[config.mk]
export PLATFORM = sky130hd
export DESIGN_NAME = timer_bank_flat
export DESIGN_NICKNAME = d
export VERILOG_FILES = /design/src/rtl/timer_bank_if.sv /design/src/rtl/timer_bank.sv /design/src/flat_wrapper.sv
export SDC_FILE = /design/constraint.sdc
export NUM_CORES = 1
export LEC_CHECK = 0
export BUFFER_PORTS_ARGS = -buffer_cell sky130_fd_sc_hd__buf_2
export CAP_MARGIN = 20
export CELL_PAD_IN_SITES_DETAIL_PLACEMENT = 0
export CELL_PAD_IN_SITES_GLOBAL_PLACEMENT = 1
export CORE_UTILIZATION = 54
export CTS_CLUSTER_DIAMETER = 80
export CTS_CLUSTER_SIZE = 16
export DETAILED_ROUTE_END_ITERATION = 12
export PLACE_DENSITY = 0.87
export SLEW_MARGIN = 20
export SYNTH_ARGS = -nofsm -noshare
export SYNTH_HDL_FRONTEND = slang
export SYNTH_SLANG_ARGS = --single-unit
[constraint.sdc]
create_clock -name clock -period 7.62 [get_ports clock]
set_input_delay 0.381 -clock clock [delete_from_list [all_inputs] [get_ports clock]]
set_output_delay 0.381 -clock clock [all_outputs]
set_load 0.03 [all_outputs]
[src/rtl/timer_bank_if.sv]
// CPU-side memory-mapped bus into the timer bank.
// The master drives the address, data and strobes; the slave returns read data.
interface timer_bank_if;
  logic [15:0] A;
  logic [7:0]  Di;
  logic [7:0]  Do;
  logic        wr_n;
  logic        rd_n;
  logic        cs;

  modport master (output A, Di, wr_n, rd_n, cs, input Do);
  modport slave  (input A, Di, wr_n, rd_n, cs, output Do);
endinterface

[src/rtl/timer_bank.sv]
// Multi-channel programmable up-counter timers sharing one free-running prescaler,
// with per-channel pending bits merged into a single interrupt request.
module timer_bank #(
  parameter int unsigned NUM_CH    = 4,
  parameter int unsigned WIDTH     = 16,
  parameter logic [15:0] BASE_ADDR = 16'hFF80
) (
  input  logic              clock,
  input  logic              reset,
  input  logic              int_ack,
  output logic              int_req,
  output logic [NUM_CH-1:0] int_vec,
  timer_bank_if.slave       bus
);
  typedef logic [WIDTH-1:0] cnt_t;

  logic [9:0]        psc_q;
  cnt_t              cnt_q    [NUM_CH];
  cnt_t              rld_q    [NUM_CH];
  logic [7:0]        buf_q    [NUM_CH];
  logic [7:0]        shadow_q [NUM_CH];
  logic [1:0]        rate_q   [NUM_CH];
  logic [NUM_CH-1:0] en_q, mode_q, ie_q, pend_q;
  logic [7:0]        reg_out_q;

  logic [15:0]       off;
  logic [2:0]        ch_sel, reg_sel;
  logic              hit, wr_hit, rd_strobe, rd_hit;
  logic [NUM_CH-1:0] sel, cnt_commit, tick, ovf, ack_sel;
  logic              ack_found;
  logic [7:0]        rd_val;

  function automatic logic rate_tick(input logic [1:0] rate, input logic [9:0] psc);
    case (rate)
      2'd0:    return 1'b1;
      2'd1:    return &psc[3:0];
      2'd2:    return &psc[5:0];
      default: return &psc;
    endcase
  endfunction

  function automatic logic [7:0] hi_byte(input cnt_t v);
    return 8'(16'(v) >> 8);
  endfunction

  assign off       = bus.A - BASE_ADDR;
  assign ch_sel    = off[5:3];
  assign reg_sel   = off[2:0];
  assign hit       = bus.cs && (bus.A >= BASE_ADDR) && (off < 16'(8 * NUM_CH));
  assign wr_hit    = hit && !bus.wr_n;
  assign rd_strobe = bus.cs && !bus.rd_n && bus.wr_n;
  assign rd_hit    = hit && rd_strobe;

  // A committing count write swallows that cycle's tick, so no overflow either.
  always_comb begin
    sel        = '0;
    cnt_commit = '0;
    tick       = '0;
    ovf        = '0;
    ack_sel    = '0;
    ack_found  = 1'b0;
    rd_val     = '0;
    for (int unsigned i = 0; i < NUM_CH; i++) begin
      sel[i]        = (ch_sel == 3'(i));
      cnt_commit[i] = wr_hit && sel[i] &&
                      (((WIDTH == 16) && (reg_sel == 3'd1)) ||
                       ((WIDTH != 16) && (reg_sel == 3'd0)));
      tick[i]       = en_q[i] && rate_tick(rate_q[i], psc_q) && !cnt_commit[i];
      ovf[i]        = tick[i] && (cnt_q[i] == '1);
      if (!ack_found && pend_q[i] && ie_q[i]) begin
        ack_sel[i] = int_ack;
        ack_found  = 1'b1;
      end
      if (hit && sel[i]) begin
        case (reg_sel)
          3'd0:    rd_val = cnt_q[i][7:0];
          3'd1:    rd_val = (WIDTH == 16) ? shadow_q[i] : 8'h00;
          3'd2:    rd_val = rld_q[i][7:0];
          3'd3:    rd_val = (WIDTH == 16) ? hi_byte(rld_q[i]) : 8'h00;
          3'd4:    rd_val = {3'b000, ie_q[i], rate_q[i], mode_q[i], en_q[i]};
          3'd5:    rd_val = {7'b0000000, pend_q[i]};
          default: rd_val = 8'h00;
        endcase
      end
    end
  end

  // Statement order encodes same-cycle precedence: writes follow the tick,
  // and an overflow set follows both W1C and acknowledge.
  always_ff @(posedge clock) begin
    if (reset) begin
      psc_q     <= '0;
      reg_out_q <= '0;
      en_q      <= '0;
      mode_q    <= '0;
      ie_q      <= '0;
      pend_q    <= '0;
      for (int unsigned i = 0; i < NUM_CH; i++) begin
        cnt_q[i]    <= '0;
        rld_q[i]    <= '0;
        buf_q[i]    <= '0;
        shadow_q[i] <= '0;
        rate_q[i]   <= '0;
      end
    end else begin
      psc_q <= psc_q + 10'd1;
      if (rd_strobe) reg_out_q <= rd_val;
      for (int unsigned i = 0; i < NUM_CH; i++) begin
        if (tick[i]) cnt_q[i] <= ovf[i] ? rld_q[i] : cnt_q[i] + cnt_t'(1);
        if (ovf[i] && mode_q[i]) en_q[i] <= 1'b0;
        if (rd_hit && sel[i] && (reg_sel == 3'd0)) shadow_q[i] <= hi_byte(cnt_q[i]);
        if (wr_hit && sel[i]) begin
          case (reg_sel)
            3'd0: if (WIDTH == 16) buf_q[i] <= bus.Di; else cnt_q[i] <= cnt_t'(bus.Di);
            3'd1: if (WIDTH == 16) cnt_q[i] <= cnt_t'({bus.Di, buf_q[i]});
            3'd2: if (WIDTH == 16) buf_q[i] <= bus.Di; else rld_q[i] <= cnt_t'(bus.Di);
            3'd3: if (WIDTH == 16) rld_q[i] <= cnt_t'({bus.Di, buf_q[i]});
            3'd4: begin
              en_q[i]   <= bus.Di[0];
              mode_q[i] <= bus.Di[1];
              rate_q[i] <= bus.Di[3:2];
              ie_q[i]   <= bus.Di[4];
            end
            3'd5: if (bus.Di[0]) pend_q[i] <= 1'b0;
            default: ;
          endcase
        end
        if (ack_sel[i]) pend_q[i] <= 1'b0;
        if (ovf[i])     pend_q[i] <= 1'b1;
      end
    end
  end

  assign bus.Do  = bus.cs ? reg_out_q : 8'h00;
  assign int_req = |(pend_q & ie_q);
  assign int_vec = pend_q;
endmodule
[src/flat_wrapper.sv]
// flat-port wrapper written by rule: the top's interface ports become plain ports
module timer_bank_flat 
#(
  parameter int unsigned NUM_CH    = 4,
  parameter int unsigned WIDTH     = 16,
  parameter logic [15:0] BASE_ADDR = 16'hFF80
)
  (clock, reset, int_ack, int_req, int_vec, bus_A, bus_Di, bus_wr_n, bus_rd_n, bus_cs, bus_Do);
  timer_bank_if bus_i ();
  input  logic clock;
  input  logic reset;
  input  logic int_ack;
  output logic int_req;
  output logic [NUM_CH-1:0] int_vec;
  input wire logic [$bits(bus_i.A)-1:0] bus_A;
  input wire logic [$bits(bus_i.Di)-1:0] bus_Di;
  input wire logic [$bits(bus_i.wr_n)-1:0] bus_wr_n;
  input wire logic [$bits(bus_i.rd_n)-1:0] bus_rd_n;
  input wire logic [$bits(bus_i.cs)-1:0] bus_cs;
  output wire logic [$bits(bus_i.Do)-1:0] bus_Do;
  assign bus_i.A = bus_A;
  assign bus_i.Di = bus_Di;
  assign bus_i.wr_n = bus_wr_n;
  assign bus_i.rd_n = bus_rd_n;
  assign bus_i.cs = bus_cs;
  assign bus_Do = bus_i.Do;
  timer_bank #(.NUM_CH(NUM_CH), .WIDTH(WIDTH), .BASE_ADDR(BASE_ADDR)) u_core (.clock(clock), .reset(reset), .int_ack(int_ack), .int_req(int_req), .int_vec(int_vec), .bus(bus_i));
endmodule
==> impl_metrics.py <==
metrics = {
    "power": {
        "vdd_drop_max_mv": 0.1113,
        "p_seq_share_pct": 57.2,
        "cellPowerDensity_mw_per_mm2": 187.4,
        "clkPwrFrac_pct": 36.0,
        "power.share.combinational_pct": 6.8,
        "p_int_mw": 1.951,
        "power.switching_mw": 0.6106,
        "power.leakage_nw": 4.945,
        "swShare_pct": 23.84,
    },
    "logic_synthesis": {
        "synth.largest_area_cell": "edfxtp_1",
        "synth_top_area_share_pct": 46.83,
        "yosys_warnings": 0,
        "synth_area_leaders": "edfxtp_1 (47%), dfxtp_1 (5.3%), and2_1 (5.0%)",
        "ys_seq_area_share_pct": 52.14,
        "synth_ff_type": "edfxtp_1",
        "synth_top_cells_by_count": "edfxtp_1 (200), and2_1 (103), nor2_1 (98)",
        "async_reset_ff_share_pct": 0,
        "syn-instance-count": 1197,
        "yosysMostFrequentCell": "edfxtp_1",
        "mappedNetlistArea_sq_mm": 0.01282,
        "synth_edf_count": 200,
        "syn_avg_cell_area_sq_um": 10.71,
        "ys_ff_latch": 234,
        "ys_types": 68,
        "synth_nets": 1233,
    },
    "clock_tree": {
        "post_cts.repair.setup_buffers": 0,
        "cts.sink_count": 234,
        "clock_path_buffers": 3,
        "htree_levels": 1,
        "cts-resized-gates": 0,
        "clock_latency_ns": 0.52,
        "cts_hold_buf": 0,
        "root_buffer": "clkbuf_16",
        "cts_buffers": 18,
        "cts_tree": "built",
        "cts.clk_slew.worst_paths_ns": 0.07,
    },
    "routing": {
        "drcViolationCount": 0,
        "wl_per_cell_um": 23.96,
        "drt-total-wl_mm": 36.27,
        "num_vias": 9725,
        "dr.first_iter.drc_count": 1115,
        "ant_nets": 0,
        "routed_via_density": 6.423,
        "dr.pass1.iters": 7,
    },
    "timing": {
        "fin_worst_skew_ns": 0.02371,
        "finalCriticalPeriod_ns": 3.995,
        "relSlewSlack_pct": 26.02,
        "worst_slack_ns": 3.625,
        "rsz0062_at_grt": "false",
        "max_freq_mhz": 250.3,
        "hold_viol_final": 0,
        "setup_viol_count_final": 0,
        "setup_tns_ns": 0,
        "layout_worst_path_cycle_share_pct": 52.43,
        "drv_slew": 0,
        "worstMarginPinSlew_ns": 1.102,
    },
    "flow_run": {
        "cap_violations": 0,
    },
    "setup_path": {
        "critPathKind": "in -> reg",
        "path_max_fanout": 20,
        "crit_path_start_kind": "primary input",
        "r2r_slack_ns": 4.49,
        "end_kind": "flip-flop",
        "critPathRequiredTime_ns": 7.75,
        "critPathArrivalTime_ns": 4.13,
    },
    "die": {
        "dieWidth_um": 156.1,
        "num_rows": 56,
        "die_h_um": 156.1,
        "dieArea_sq_mm": 0.02437,
        "io-pin-count": 43,
        "initial_core_util_pct": 54.80,
        "core_sq_mm": 0.02340,
    },
    "run_status": {
        "status": "finished clean",
    },
    "global_routing": {
        "grt_pass1_wl_mm": 55.41,
        "grt_pass1_vias": 9198,
        "grt_use_total_pct": 30.14,
        "antenna_found_initial": 0,
        "grt_max_degree": 52,
        "overflow": 0,
    },
    "finish": {
        "instances_no_fill": 1514,
        "synthToLayoutAreaGrowth_pct": 6.577,
        "drive_gt1_share_pct": 8.954,
        "diodes": 0,
        "nNetsFinal": 1220,
    },
    "place": {
        "place_hpwl_mm": 24.37,
        "place.gp.congestion": 0.9431,
        "place_inst": 1483,
        "dpl_worst_slack_ns": 3.164,
        "io_buffers": 42,
    },
    "min_path": {
        "worst_hold_path_type": "in -> reg",
    },
}
==> critical path, cell delays in order <==
cell and delay [ns]:
buf_2 0.12, ha_1 0.30, or4b_4 0.53, nor4_4 0.58, and2_1 0.67, nand3_1 0.66, nand3b_1 0.86
==> worst paths after layout <==
path / startpoint / to / cells after the start
max: bus_A[7] / u_core.cnt_q[2][11]$_SDFFCE_PN0P_ / 7
min: bus_rd_n / u_core.reg_out_q[3]$_SDFFE_PP0P_ / 3
max reg2reg: u_core.psc_q[0]$_SDFF_PP0_ / u_core.cnt_q[0][5]$_SDFFCE_PN0P_ / 7
min reg2reg: u_core.psc_q[0]$_SDFF_PP0_ / u_core.psc_q[0]$_SDFF_PP0_ / 1
==> flip-flops by register name, indices dropped and copies added (netlist names) <==
register and count:
u_core.en_q 4, u_core.buf_q 32, u_core.ie_q 4, u_core.rate_q 8
u_core.int_vec 4, u_core.psc_q 10, u_core.rld_q 64, u_core.reg_out_q 8
u_core.mode_q 4, u_core.cnt_q 64, u_core.shadow_q 32
==> area by class of cell <==
cell class                      count  area [sq um]
Multi-Input combinational cell    863          5715
Inverter                           16         60.06
Timing Repair Buffer               51         280.3
Clock buffer                       30         516.7
Fill cell                        2021          9736
Sequential cell                   234          6686
Tap cell                          319         399.1
Clock inverter                      1         8.758
==> through the flow <==
step / util [%] / hold WS (ns) / area (sq um) / total power, mW
detailed placement: 56.14 / 0.4508 / 13140 / 1.664
CTS: 58.38 / 0.3071 / 13660 / 2.561
global route: 58.40 / 0.3301 / 13670 / 2.629
floorplan: - / 0.4258 / 12820 / 1.590
global placement: 56.14 / 0.4423 / 13140 / 1.661
finish: 58.40 / 0.3237 / 13670 / 2.562
==> cells by family after synthesis <==
| kind of cell | count (synthesis) | synth area share, % |
|---|---|---|
| AND/OR/NAND/NOR | 493 | 21.05 |
| AO/OA/AOI/OAI | 240 | 12.40 |
| flip-flops | 234 | 52.14 |
| buffers and inverters | 100 | 3.356 |
| multiplexers | 64 | 6.371 |
| XOR/XNOR | 60 | 4.098 |
| adder cells (fa/ha/maj) | 6 | 0.5854 |
==> cell usage in the layout, fill, tap and decap left out, drive strengths merged, types with 31 or more instances in the layout <==
master,count
nor3,40
nand3,42
and2,103
mux2i,49
buf,51
nand2,75
xnor2,31
a21oi,39
nor2,98
dfxtp,34
o21ai,75
edfxtp,200
and3,54
a211oi,42
==> routing by layer <==
metal | routed length (um) | share of wire (%) | global-route usage (%) | vias up
li1 | - | - | - | 4438
met1 | 15730 | 43 | 43.34 | 4827
met2 | 16850 | 46 | 47.66 | 402
met3 | 2892 | 8.0 | 4.111 | 58
met4 | 802 | 2.2 | 8.543 | 0
met5 | 0 | 0 | 0 | -
==> power groups by stage <==
stage	Sequential [mW]	Clock, mW	Combinational, mW
after detailed placement	1.49	0	0.171
after global routing	1.47	0.974	0.186
after global placement	1.49	0	0.170
after floorplan	1.48	0	0.111
final	1.46	0.923	0.174
after CTS	1.46	0.925	0.172
No activity file was read; power rests on OpenSTA's default activity.
